--- config.mk ---
export PLATFORM = sky130hd
export DESIGN_NAME = param_data_memory
export DESIGN_NICKNAME = d
export VERILOG_FILES = /design/src/rtl/param_data_memory.sv
export SDC_FILE = /design/constraint.sdc
export NUM_CORES = 2
export LEC_CHECK = 0
export ABC_AREA = 1
export CORE_MARGIN = 3
export CORE_UTILIZATION = 50
export DETAILED_ROUTE_END_ITERATION = 12
export PLACE_DENSITY = 0.67
export SLEW_MARGIN = 20
export SYNTH_ARGS = -nofsm -noshare
export SYNTH_HDL_FRONTEND = slang
export SYNTH_SLANG_ARGS = --single-unit
export TNS_END_PERCENT = 10
--- constraint.sdc ---
create_clock -name clock -period 7 [get_ports clock]
set_clock_uncertainty 0.05 [all_clocks]
set_input_delay 1.4 -clock clock [delete_from_list [all_inputs] [get_ports clock]]
set_output_delay 1.4 -clock clock [all_outputs]
set_load 0.005 [all_outputs]
--- src/rtl/param_data_memory.sv ---
// Single-port word memory with a valid/ready request side, a one-cycle
// registered read response, out-of-range error reporting and an FSM that
// zero-fills the whole array after reset or on a clear_start pulse.
module param_data_memory #(
    parameter int DATA_WIDTH = 8,
    parameter int ADDR_WIDTH = 8,
    parameter int DEPTH      = 256
) (
    input  logic                  clock,
    input  logic                  reset,
    input  logic                  req_valid,
    output logic                  req_ready,
    input  logic                  req_write,
    input  logic [ADDR_WIDTH-1:0] req_addr,
    input  logic [DATA_WIDTH-1:0] req_wdata,
    input  logic                  clear_start,
    output logic                  rsp_valid,
    output logic [DATA_WIDTH-1:0] rsp_data,
    output logic                  rsp_err,
    output logic                  busy
);

    localparam int                  PTR_W     = (DEPTH > 1) ? $clog2(DEPTH) : 1;
    localparam logic [PTR_W-1:0]    LAST_PTR  = PTR_W'(DEPTH - 1);
    // One extra bit so DEPTH == 2**ADDR_WIDTH is representable in the range compare.
    localparam logic [ADDR_WIDTH:0] DEPTH_EXT = (ADDR_WIDTH + 1)'(DEPTH);

    typedef enum logic {
        CLEAR,
        READY
    } state_t;

    state_t                state_q, state_d;
    logic [PTR_W-1:0]      ptr_q, ptr_d;
    logic [DATA_WIDTH-1:0] mem [DEPTH];

    logic                  accept;
    logic                  in_range;
    logic                  mem_we;
    logic [PTR_W-1:0]      req_idx;
    logic [PTR_W-1:0]      mem_waddr;
    logic [DATA_WIDTH-1:0] mem_wdata;

    assign req_ready = (state_q == READY) && !clear_start;
    assign busy      = (state_q == CLEAR);
    assign accept    = req_valid && req_ready;
    assign in_range  = {1'b0, req_addr} < DEPTH_EXT;
    // Only meaningful when in_range; the dropped upper bits are then zero.
    assign req_idx   = req_addr[PTR_W-1:0];

    // Next-state, clear-pointer and array write-port selection.
    always_comb begin
        // NOTE: every variable gets a default first, so no branch can infer a latch.
        state_d   = state_q;
        ptr_d     = ptr_q;
        mem_we    = 1'b0;
        mem_waddr = req_idx;
        mem_wdata = req_wdata;
        case (state_q)
            CLEAR: begin
                // clear_start is deliberately ignored here: a clear never restarts.
                mem_we    = 1'b1;
                mem_waddr = ptr_q;
                mem_wdata = '0;
                if (ptr_q == LAST_PTR) begin
                    state_d = READY;
                    ptr_d   = '0;
                end else begin
                    ptr_d = ptr_q + PTR_W'(1);
                end
            end
            READY: begin
                if (clear_start) begin
                    state_d = CLEAR;
                    ptr_d   = '0;
                end else if (accept && req_write && in_range) begin
                    mem_we = 1'b1;
                end
            end
            default: begin
                state_d = CLEAR;
                ptr_d   = '0;
            end
        endcase
    end

    // FSM state and clear pointer; reset forces a fresh full clear.
    always_ff @(posedge clock or posedge reset) begin
        if (reset) begin
            state_q <= CLEAR;
            ptr_q   <= '0;
        end else begin
            // NOTE: non-blocking assignments so every register samples pre-edge values.
            state_q <= state_d;
            ptr_q   <= ptr_d;
        end
    end

    // Storage array write port.
    // NOTE: the array has no reset; the CLEAR sweep zeroes it before any read is accepted.
    always_ff @(posedge clock) begin
        if (mem_we) begin
            mem[mem_waddr] <= mem_wdata;
        end
    end

    // Registered response: reads return pre-edge data, any out-of-range access flags rsp_err.
    always_ff @(posedge clock or posedge reset) begin
        if (reset) begin
            rsp_valid <= 1'b0;
            rsp_err   <= 1'b0;
            rsp_data  <= '0;
        end else begin
            rsp_valid <= accept && !req_write;
            rsp_err   <= accept && !in_range;
            rsp_data  <= (accept && !req_write && in_range) ? mem[req_idx] : '0;
        end
    end

endmodule

==> impl_metrics.py <==
metrics = {
    "status": {
        "status": "finished clean",
    },
    "global_route": {
        "track_usage_pct": 25.4,
        "antenna_found_initial": 8,
        "overflow": 0,
        "first_global_vias": 53300,
        "grt_first_pass_wirelength_um": 331000,
        "grt_start_max_net_pins": 282,
    },
    "routing": {
        "drt-total-wl_um": 223000,
        "wl_per_cell_um": 24.0,
        "dr.pass1.iters": 6,
        "drc": 0,
        "dr.first_iter.drc_count": 6887,
        "viasPerCell": 5.91,
        "antenna_left": 0,
        "vias": 54900,
    },
    "critical_path": {
        "path_cells": "clkdlybuf4s50_1 -> clkinv_1 -> nand2_1 -> o21ai_1 -> nor2_1 -> nand2_1 -> nor2_1",
        "worstPathArrival_ns": 5.26,
        "reg2reg_from": "state_q",
        "r2r_slack_ns": 2.84,
        "path_max_fanout": 17,
        "r2r_cells": 6,
        "cp-startpoint": "req_addr[6]",
        "critPathMaxStageDelay_ns": 0.94,
        "start_kind": "primary input",
        "critical_path_required_ns": 7.38,
        "end_kind": "flip-flop",
        "crit_type": "primary input to flip-flop",
        "crit_slowest_cell": "clkdlybuf4s50_1",
    },
    "clock_network": {
        "clockBufferDepth": 3,
        "cts_resized": 0,
        "cts_max_level": 4,
        "cts_tree": "yes",
        "numCtsBuffers": 202,
        "cts.sinks": 2066,
        "postCtsHoldBufs": 0,
        "root_buffer": "clkbuf_16",
        "clk_pin_slew_worst_paths_ns": 0.06,
        "cts_setup_buffers": 0,
        "clkLatencyLatePin_ns": 0.83,
    },
    "floorplanning": {
        "ios": 33,
        "dieArea_mm2": 0.173,
        "die_h_um": 416,
        "core_area_mm2": 0.166,
        "die_w_um": 416,
        "initial_core_util_pct": 50.6,
        "placementRows": 149,
    },
    "sta": {
        "setup_viol": 0,
        "maxSlewViolCount": 0,
        "whs_ns": 0.545,
        "min_period_ns": 4.88,
        "worst_slew_pin_slew_ns": 1.23,
        "fin_ws_ns": 2.12,
        "rsz0062_at_grt": "false",
        "period_share_pct": 69.7,
        "maxSlewHeadroom_pct": 17.9,
        "max_freq_ghz": 0.205,
        "hold_viol": 0,
        "final.setup.tns_ns": 0,
    },
    "pwr": {
        "p_leak_nw": 32.1,
        "powerDensity_mw_per_mm2": 291,
        "finalPower_mw": 26.8,
        "ir_worst_vdd_uv": 269,
    },
    "synth": {
        "syn_area_mm2": 0.0841,
        "avgSynthCellArea_um2": 11.8,
        "ys_seq_area_share_pct": 73.6,
        "ys_types": 29,
        "synth_cells": 7115,
        "synth.net_count": 7137,
        "ys_ff_latch": 2066,
        "yosys_warnings": 0,
    },
    "placement": {
        "dp.cells": 8918,
        "placed_area_mm2": 0.0856,
        "place.gp.congestion": 0.889,
        "port_buffers": 31,
        "place_ws_ns": 1.38,
        "hpwl_um": 124000,
    },
    "cells_and_area": {
        "area_delta_synth_final_pct": 9.49,
        "drive_gt1_share_pct": 5.48,
        "fin_area_mm2": 0.0921,
        "layout_commonest_cell": "nand2_1",
        "fin_cells": 9292,
        "final_nets": 6955,
        "utilization_pct": 55.4,
        "mostFrequentLayoutCells": "2092 x nand2_1, 2048 x edfxtp_1, 1930 x nand3_1, 371 x nor2_1, 208 x clkbuf_16",
    },
    "run": {
        "maxCapViolCount": 0,
    },
    "hold_path": {
        "hold_class": "flip-flop to flip-flop",
        "hp-start": "ptr_q[4]",
        "hold_depth": 2,
    },
}
registers in the layout, summed over array words and instances, names as in the netlist:
name       count
rsp_valid      1
rsp_data       8
state_q        1
mem         2048
ptr_q          8
power by group:
part	internal [mW]	switching (mW)	leakage [nW]
logic	0.438	1.85	9.83
registers	13.8	0.0570	19.1
clock network	6.03	4.59	3.15
total	20.3	6.49	32.1
cell families after synthesis:
logic type / count (synthesis) / share of synthesized area [%]
AOI/OAI and AO/OA: 82 / 0.534
buffers and inverters: 550 / 3.18
DFF: 2066 / 73.6
adders and majority gates: 1 / 0.0149
and+or+nand+nor: 4411 / 22.6
xor gates and xnor gates: 4 / 0.0417
other: 1 / 0.00446
per-layer routing:
metal | wire (um) | GRT usage, % | up-vias
li1 | - | - | 24800
met1 | 87500 | 34.4 | 26500
met2 | 104000 | 40.1 | 2976
met3 | 21900 | 5.29 | 541
met4 | 9720 | 11.1 | 0
met5 | 0 | 0 | -
critical path: cells and delay by family:
family,cells,cell delay [ns]
buffers and inverters,2,1.53
and+or+nand+nor,4,2.18
AOI/OAI and AO/OA,1,0.14
cell usage after synthesis, drive strengths merged:
library cell     n  area (um^2)
a21oi           19         98.9
a31oi            1         6.26
a32oi            1         8.76
buf            384         2050
clkbuf         103          387
clkinv           2         7.51
conb             1         3.75
dfrtp           18          450
edfxtp        2048        61500
ha               1         12.5
inv             61          231
nand2         2103         7890
nand3         1930         9660
nor2           375         1420
nor3             3         20.0
o21ai           40          204
o22ai           21          131
xnor2            1         8.76
xor2             3         26.3
area by class of cell:
| type | count | area (um^2) |
|---|---|---|
| multi-input cells | 4499 | 19500 |
| repair buffers | 101 | 1080 |
| fillers | 13500 | 74000 |
| diodes | 4 | 10.0 |
| clock inverters | 113 | 1030 |
| well taps | 2189 | 2740 |
| inverters | 63 | 330 |
| flip-flops and latches | 2066 | 61900 |
| clock buffers | 257 | 5430 |
final timing paths:
check,endpoint
max,mem[215][3]
min,ptr_q[4]
max reg2reg,mem[97][2]
min reg2reg,ptr_q[4]
max in group asynchronous,ptr_q[0]
min in group asynchronous,rsp_valid
Power figures use the tool's default switching activity.
